==> src/rtl/dsp_cic_dec_tdm.sv <==
// -----------------------------------------------------------------------------
// dsp_cic_dec_tdm
//
// Time-multiplexed CIC decimator. Channels arrive one sample per din_vld in
// round-robin order (din_ch tells which channel the next sample belongs to).
// Each channel owns N integrators and N combs (M delays each). All arithmetic
// is BOUT-bit wrap-around, which is exact for a CIC as long as BOUT covers the
// full DC gain (R_MAX*M)^N.
//
// The decimation ratio can be changed at runtime. A valid request is held as
// pending and only committed at the next channel-0 sample, so every channel in
// a frame always sees the same ratio and phase. Filter state survives a ratio
// change; only the phase counter restarts.
//
// Build option:
//   DSP_CIC_ROUND_EN  defined   : dout_cut = round-half-up of the top COUT bits,
//                                 saturated on positive overflow
//                     undefined : dout_cut = plain truncation of the top bits
//
// Ports:
//   clk       in   clock, rising edge
//   rst_n     in   asynchronous active-low reset
//   clr       in   synchronous clear of filter state (keeps the ratio)
//   din_vld   in   din holds a sample for channel din_ch
//   din       in   BIN-bit two's complement sample
//   rate_ld   in   single-cycle request for a new decimation ratio
//   rate      in   requested ratio, accepted when 2 <= rate <= R_MAX
//   din_ch    out  channel the next din_vld is assigned to
//   dout      out  BOUT-bit full-precision result
//   dout_cut  out  COUT-bit reduced result
//   dout_ch   out  channel of the current result
//   dvld      out  single-cycle pulse, outputs updated
// -----------------------------------------------------------------------------
module dsp_cic_dec_tdm #(
  parameter int CH       = 4,
  parameter int R_MAX    = 32,
  parameter int M        = 1,
  parameter int N        = 5,
  parameter int BIN      = 16,
  parameter int COUT     = 16,
  parameter int BOUT     = 41,
  parameter int RATE_RST = 32,
  localparam int RW      = $clog2(R_MAX + 1),
  localparam int CW      = (CH > 1) ? $clog2(CH) : 1
) (
  input  logic            clk,
  input  logic            rst_n,
  input  logic            clr,
  input  logic            din_vld,
  input  logic [BIN-1:0]  din,
  input  logic            rate_ld,
  input  logic [RW-1:0]   rate,
  output logic [CW-1:0]   din_ch,
  output logic [BOUT-1:0] dout,
  output logic [COUT-1:0] dout_cut,
  output logic [CW-1:0]   dout_ch,
  output logic            dvld
);

  localparam logic [CW-1:0] CH_LAST   = CW'(CH - 1);
  localparam logic [RW-1:0] RATE_LO   = RW'(2);
  localparam logic [RW-1:0] RATE_HI   = RW'(R_MAX);
  localparam logic [RW-1:0] RATE_INIT = RW'(RATE_RST);

  // Per-channel filter state
  logic [BOUT-1:0] r_integ [CH][N];
  logic [BOUT-1:0] r_comb  [CH][N][M];

  // Sequencing and ratio control
  logic [CW-1:0]   r_din_ch;
  logic [RW-1:0]   r_phase;
  logic [RW-1:0]   r_rate_q;
  logic [RW-1:0]   r_rate_pend_val;
  logic            r_rate_pend;

  // Output registers
  logic [BOUT-1:0] r_dout;
  logic [COUT-1:0] r_dout_cut;
  logic [CW-1:0]   r_dout_ch;
  logic            r_dvld;

  logic            w_rate_ok;
  logic            w_load;
  logic            w_last_ch;
  logic            w_phase_wrap;
  logic            w_dec;
  logic [RW-1:0]   w_rate_eff;
  logic [RW-1:0]   w_phase_eff;
  logic [RW-1:0]   w_phase_nxt;
  logic [BOUT-1:0] w_din_ext;
  logic [BOUT-1:0] w_integ_nxt [N];
  logic [BOUT-1:0] w_comb_nxt  [N][M];
  logic [BOUT-1:0] w_comb_out;
  logic [COUT-1:0] w_cut;

  assign w_din_ext = {{(BOUT-BIN){din[BIN-1]}}, din};

  assign w_rate_ok = rate_ld && (rate >= RATE_LO) && (rate <= RATE_HI);
  assign w_last_ch = (r_din_ch == CH_LAST);

  // A pending ratio commits on the channel-0 sample itself: that sample is
  // already processed with the new ratio and a freshly zeroed phase.
  assign w_load      = din_vld && r_rate_pend && (r_din_ch == '0);
  assign w_rate_eff  = w_load ? r_rate_pend_val : r_rate_q;
  assign w_phase_eff = w_load ? '0 : r_phase;

  assign w_phase_wrap = (w_phase_eff == (w_rate_eff - RW'(1)));
  assign w_dec        = din_vld && w_phase_wrap;

  // Phase only advances once the whole frame (last channel) has been seen.
  always_comb begin
    w_phase_nxt = w_phase_eff;
    if (w_last_ch) begin
      if (w_phase_wrap) begin
        w_phase_nxt = '0;
      end else begin
        w_phase_nxt = w_phase_eff + RW'(1);
      end
    end
  end

  // Integrator cascade feeds forward within the same sample, then the comb
  // cascade runs on the last integrator output. Only the active channel's
  // row of state is touched.
  always_comb begin : p_datapath
    logic [BOUT-1:0] v_acc;
    v_acc = w_din_ext;
    for (int k = 0; k < N; k++) begin
      v_acc          = r_integ[r_din_ch][k] + v_acc;
      w_integ_nxt[k] = v_acc;
    end
    for (int k = 0; k < N; k++) begin
      w_comb_nxt[k][0] = v_acc;
      for (int j = 1; j < M; j++) begin
        w_comb_nxt[k][j] = r_comb[r_din_ch][k][j-1];
      end
      v_acc = v_acc - r_comb[r_din_ch][k][M-1];
    end
    w_comb_out = v_acc;
  end

`ifdef DSP_CIC_ROUND_EN
  localparam logic [COUT-1:0] CUT_MAX = {1'b0, {(COUT-1){1'b1}}};

  logic [COUT-1:0] w_trunc;
  logic            w_rbit;

  assign w_trunc = w_comb_out[BOUT-1 -: COUT];
  assign w_rbit  = w_comb_out[BOUT-COUT-1];

  // Rounding up can only overflow in the positive direction.
  assign w_cut = (w_rbit && (w_trunc == CUT_MAX)) ? CUT_MAX
                                                   : (w_trunc + COUT'(w_rbit));
`else
  assign w_cut = w_comb_out[BOUT-1 -: COUT];
`endif

  always_ff @(posedge clk or negedge rst_n) begin
    if (!rst_n) begin
      r_integ         <= '{default: '0};
      r_comb          <= '{default: '0};
      r_din_ch        <= '0;
      r_phase         <= '0;
      r_rate_q        <= RATE_INIT;
      r_rate_pend_val <= '0;
      r_rate_pend     <= 1'b0;
      r_dout          <= '0;
      r_dout_cut      <= '0;
      r_dout_ch       <= '0;
      r_dvld          <= 1'b0;
    end else if (clr) begin
      // Ratio is deliberately kept; any sample in this cycle is dropped.
      r_integ         <= '{default: '0};
      r_comb          <= '{default: '0};
      r_din_ch        <= '0;
      r_phase         <= '0;
      r_rate_pend     <= 1'b0;
      r_dout          <= '0;
      r_dout_cut      <= '0;
      r_dout_ch       <= '0;
      r_dvld          <= 1'b0;
    end else begin
      r_dvld <= 1'b0;

      // A new request wins over a commit in the same cycle: it becomes the
      // next pending value while the older one is consumed.
      if (w_rate_ok) begin
        r_rate_pend     <= 1'b1;
        r_rate_pend_val <= rate;
      end else if (w_load) begin
        r_rate_pend     <= 1'b0;
      end

      if (din_vld) begin
        r_integ[r_din_ch] <= w_integ_nxt;
        r_din_ch          <= w_last_ch ? '0 : (r_din_ch + CW'(1));
        r_phase           <= w_phase_nxt;
        if (w_load) begin
          r_rate_q <= r_rate_pend_val;
        end
      end

      if (w_dec) begin
        r_comb[r_din_ch] <= w_comb_nxt;
        r_dout           <= w_comb_out;
        r_dout_cut       <= w_cut;
        r_dout_ch        <= r_din_ch;
        r_dvld           <= 1'b1;
      end
    end
  end

  assign din_ch   = r_din_ch;
  assign dout     = r_dout;
  assign dout_cut = r_dout_cut;
  assign dout_ch  = r_dout_ch;
  assign dvld     = r_dvld;

endmodule

==> config.mk <==
export PLATFORM = sky130hd
export DESIGN_NAME = dsp_cic_dec_tdm
export DESIGN_NICKNAME = d
export VERILOG_FILES = /design/src/rtl/dsp_cic_dec_tdm.sv
export SDC_FILE = /design/constraint.sdc
export NUM_CORES = 2
export LEC_CHECK = 0
export ABC_CLOCK_PERIOD_IN_PS = 23000
export CORE_MARGIN = 4
export CORE_UTILIZATION = 54
export DETAILED_ROUTE_END_ITERATION = 7
export PLACE_DENSITY = 0.74
export SETUP_SLACK_MARGIN = 0.15
export SLEW_MARGIN = 20
export SYNTH_ARGS = -nofsm -noshare
export SYNTH_HDL_FRONTEND = slang
export SYNTH_SLANG_ARGS = --single-unit
==> constraint.sdc <==
create_clock -name clk -period 23 [get_ports clk]
set_input_delay 2.3 -clock clk [delete_from_list [all_inputs] [get_ports clk]]
set_output_delay 2.3 -clock clk [all_outputs]
set_load 0.02 [all_outputs]
### Word-level counts from Yosys, hierarchy flattened

Cells that the tools add are included.
W data, S select, Z words.

| word-level totals | value |
|---|---|
| flip-flop bits (word level) | 1721 |
| word-level logic and storage cells | 116 |
| output and inout bits | 62 |
| bits of input ports | 27 |

| cells by class | value |
|---|---|
| reductions and logical operators | 12 |
| eq/ne operators | 2 |
| mux-type cells | 34 |
| bitwise gates (word level) | 2 |
| $lt $le $gt $ge | 4 |
| $add $sub $neg | 13 |

Operators with widths:

| operator | count |
|---|---|
| $mux W820 | 4 |
| $bwmux W820 | 2 |
| $mux W205 | 5 |
| $bmux W205 S2 | 2 |
| $demux W205 S2 | 1 |
| $add A41 B41 Y41 | 5 |
| $sub A41 B41 Y41 | 5 |
| $mux W41 | 2 |
| $mux W6 | 6 |
| $mux W16 | 2 |
| $mux W2 | 5 |
| $add A6 B1 Y6 const B | 1 |
| $eq A6 B6 Y1 | 1 |
| $ge A6 B2 Y1 const B | 1 |
| $le A6 B6 Y1 const B | 1 |
| $logic_and A1 B1 Y1 | 6 |
| $sub A6 B1 Y6 const B | 1 |
| $mux W1 | 5 |
| $reduce_and A2 Y1 | 2 |
| $reduce_bool A2 Y1 | 2 |
| $ge A3 B3 Y1 const B | 1 |
| $lt A3 B1 Y1 const B | 1 |
| $not A2 Y3 | 1 |
| $reduce_bool A3 Y1 | 1 |
| 4 further kinds | 4 |

### Depth between registers and ports, before layout

| logic depth | value |
|---|---|
| depth in word-level cells | 16 |
| gate-level depth with buffers | 88 |

### Least setup slack after synthesis

OpenSTA, ideal clock, no wires.

| timing path | value |
|---|---|
| path type | register to register |
| start point | reg r_din_ch[0], in the netlist din_ch[0] |
| end point | reg r_dout[40], in the netlist dout[40] |
| setup time | 0.129 ns |
| data arrival time | 17.598 ns |
| path buffers | 4 |
| path slack | 5.274 ns |
| stages on the path, launching flop included | 85 |
| cells stage by stage | dfrtp_1 > clkbuf_1 > clkbuf_1 > clkbuf_1 > buf_1 > mux4_2 > ha_1 > a21o_1 > a21oi_1 > o21bai_1 > a21oi_1 > o21bai_1 > a41o_1 > a21o_1 > a21o_1 > a21o_1 > a21o_1 > a21o_1 > [... 49 more ...] > ha_1 > a21o_1 > a21o_1 > a21oi_1 > o31a_1 > xnor2_1 > ha_1 > a21o_1 > a21o_1 > a21oi_1 > inv_1 > o211a_1 > o21a_1 > o21ai_1 > mux2_2 > nor2_1 > xor2_1 > o21ai_1 |

| on the way | value |
|---|---|
| cells in the longest elaborated chain, start to end | 16 |

Ends and longest elaborated chain:

| item | RTL line | source |
|---|---|---|
| start, declared | 70 | `logic [CW-1:0] r_din_ch;` |
| start signal, assigned | 196 | `r_din_ch <= w_last_ch ? '0 : (r_din_ch + CW'(1));` |
| $not A2 Y3 (not written as such) | 129, 137 |  |
| $bmux W205 S2 | 129 | `v_acc = r_integ[r_din_ch][k] + v_acc;` |
| $mux W205 (not written as such) (2 in series) | 129 |  |
| $add A41 B41 Y41 (5 in series) | 129 |  |
| $sub A41 B41 Y41 (5 in series) | 137 | `v_acc = v_acc - r_comb[r_din_ch][k][M-1];` |
| $mux W41 | 203 | `if (w_dec) begin` |
| $mux W41 | 171 | `end else if (clr) begin` |
| end signal, assigned | 205 | `r_dout <= w_comb_out;` |
| end, declared | 77 | `logic [BOUT-1:0] r_dout;` |

Parallel ways exist; a longest one is shown, timed or not. The select of a mux whose other input is x is not followed.
A chain may end at the register's enable or synchronous reset.

### Worst setup path in the final report

| timing path | value |
|---|---|
| start point | in din[1] |
| end point | reg r_dout[40], in the netlist dout[40] |

| on the way | value |
|---|---|
| cells in the longest elaborated chain, start to end | 12 |

Ends and longest elaborated chain:

| item | RTL line | source |
|---|---|---|
| start, declared | 50 | `input logic [BIN-1:0] din,` |
| $add A41 B41 Y41 (5 in series) | 129 |  |
| $sub A41 B41 Y41 (5 in series) | 137 |  |
| $mux W41 | 203 |  |
| $mux W41 | 171 |  |

Every way passes these cells. The select of a mux whose other input is x is not followed.

==> summary.md <==
| Metric | Value |
|---|---|
| DR vias | `66500` |
| Final setup TNS | `0 ns` |
| Final wirelength | `251 mm` |
| Drt first-iter violations | `7479` |
| Post-synth EDFFs | `0` |
| CP arrival | `21.44 ns` |
| Commonest non-fill, non-tap cell in the layout | `dfrtp_1` |
| Starting Density | `54.6%` |
| Routed WL per cell | `25.6 um` |
| Congestion Overflow GR | `0` |
| Resize count post-CTS | `0` |
| CP Max Fanout | `9` |
| Setup-failing EPs final | `0` |
| Async S/R FF share, synth | `100%` |
| Area Growth Syn to Fin | `9.95%` |
| Drt via density | `6.79` |
| Initial DRT Pass Iterations | `7` |
| Fraction of layout cells with a size suffix above 1 | `11.6%` |
| Post-synth top flop | `dfrtp_1` |
| H-tree depth reported by CTS | `4` |
| Worst Path Required | `23.69 ns` |
| Vias in the first global route | `67800` |
| Outcome | `finished clean` |
| Critical Path Source Type | `input pin` |
| WP buf/inv | `4` |
| First-pass GRT wire length | `398 mm` |
| Share of the synthesized area in the top cell type | `47.8%` |
| Seq cells post-synth | `1705` |
| # IOs | `89` |
| Maxcap violations | `0` |
| CTS tree | `done` |
| CP Capture Type | `flop` |
| Port Buf Inserts | `88` |
| Die height | `415 um` |
| Mapped Avg Cell Area | `11.8 um^2` |
| Sequential area share after synthesis | `47.8%` |
| Cell Area, Synth | `89200 um^2` |
| DRT antenna net count | `0` |
| Fin Clk Skew | `0.0315 ns` |
| CP peak stage delay | `0.71 ns` |
| Row count | `148` |
| GPL Wtd Cong | `0.884` |
| Clock transition at the registers of the reported paths | `0.06 ns` |
| Max Slew Vio Count | `0` |
| Die ar. | `172000 um^2` |
| DPL Wire Length | `152 mm` |
| Die X-Extent | `415 um` |
| Crit-path most repeated cell | `ha_1` |
| Synth Warn # | `0` |
| Commonest cells after routing, fill and taps aside | `dfrtp_1 (1702), a22o_1 (1377), nand2_1 (481)` |
| Area leader, netlist | `dfrtp_1` |
| Final Hold Vio Count | `0` |
| CTS root buf | `clkbuf_16` |
| Least-Margin Pin Slew | `1.16 ns` |
| Unrepaired setup endpoints after global routing | `no` |
| Nets@finish | `7919` |
| Fin crit period | `20.75 ns` |
| Max Clk Rate | `48.2 MHz` |
| Family with the most delay on the worst path | `compound AO/OA/AOI/OAI gates` |
| Sink Count | `1705` |
| Max-slew headroom | `22.2%` |
| CTS Hold Bufs | `0` |
| Period utilization | `90.2%` |
| Worst Hold Class | `reg2reg` |
| Library cells used by synthesis | `87` |
| Net Count, Synth | `8025` |
| Kind of critical path | `in2reg` |
| CTS Buf Count | `176` |
| Residual DRC count | `0` |
| Setup Buffers After CTS | `0` |
| All-Layer GR Usage | `28.8%` |
| Largest net degree at the start of global routing | `188` |
| Synth area leaders | `dfrtp_1 (48%), a22o_1 (14%), mux4_2 (10%)` |
| Buffer depth of the longest clock path | `3` |
| Mapped Cells | `7582` |
| Initial antenna violation count | `0` |
| CP max stage cell | `xnor2_1` |
| CORE AREA | `164000 um^2` |
| Clock insertion delay at the later pin of the skew report | `0.82 ns` |
[synth_stat cells (20+ instances only)]
library cell / n
and2_1: 25
nand2_1: 488
nor2_1: 218
a21oi_1: 345
nand4_1: 30
o31ai_1: 27
and3_1: 33
nor3_1: 46
nor2b_1: 51
clkbuf_1: 396
mux4_2: 409
dfrtp_1: 1704
a31oi_1: 25
o21ai_0: 449
nand3_1: 64
nand2b_1: 58
ha_1: 406
o21a_1: 50
a211oi_1: 22
o21bai_1: 81
a21o_1: 193
xnor2_1: 269
a21boi_0: 20
buf_1: 79
inv_1: 364
a22o_1: 1377
xor2_1: 97
[registers in the layout, summed over array words and instances, names as in the netlist]
| register | flops |
|---|---|
| dout | 41 |
| r_rate_pend | 1 |
| dvld | 1 |
| r_rate_q | 6 |
| din_ch | 2 |
| r_comb | 820 |
| r_integ | 820 |
| dout_ch | 2 |
| r_phase | 6 |
| r_rate_pend_val | 6 |
[stage by stage]
step                      cells  util [%]  area (um^2)  setup slack, ns  hold slack, ns
after detailed placement   9472      56.4        92100             1.93           0.463
after floorplan            7582         -        89200             5.27           0.442
after CTS                  9794      60.0        98100             2.73           0.476
final                      9796      60.0        98100             2.25           0.474
after global placement     9472      56.4        92100             2.29           0.454
after global routing       9795      60.0        98100            0.806           0.493
[per-layer routing]
layer	share of wire, %	track usage (%)
met1	43	41.2
met3	8.0	5.68
met5	0	0
met2	46	44.8
met4	2.9	8.97
[kinds of logic after synthesis]
kind of cell             Yosys count  share of synthesized area, %
AND/OR/NAND/NOR                 1072                          5.44
XOR/XNOR                         372                          3.74
adder cells (fa/ha/maj)          416                          5.92
multiplexers                     429                          10.6
buffers and inverters            857                          3.67
AO/OA/AOI/OAI                   2731                          22.9
flip-flops                      1705                          47.8
[worst min-delay path, cell delays in order, from the launching register on]
cell and delay (ns):
dfrtp_1 0.34, nand2_1 0.04, o21ai_0 0.06
[final timing paths]
kind | startpoint | end | slack, ns | depth (start not counted)
max reg2reg | din_ch[0] | dout[40] | 2.59 | 77
min | r_comb[575] | r_comb[575] | 0.47 | 2
min reg2reg | r_comb[575] | r_comb[575] | 0.47 | 2
max in group asynchronous | rst_n | r_integ[802] | 17.07 | 6
max | din[1] | dout[40] | 2.25 | 79
min in group asynchronous | rst_n | r_comb[420] | 1.45 | 1
[cell type report]
class / instances / area (um^2)
well taps: 2175 / 2720
flip-flops and latches: 1705 / 42700
clock buffers: 264 / 5300
clock inverters: 58 / 614
fillers: 12500 / 65400
multi-input cells: 5020 / 43500
repair buffers: 208 / 1970
inverters: 365 / 1370
diodes: 1 / 2.50
Power is not shown: default switching activity piles up to over one toggle a cycle in this logic, so the estimate is an artifact.
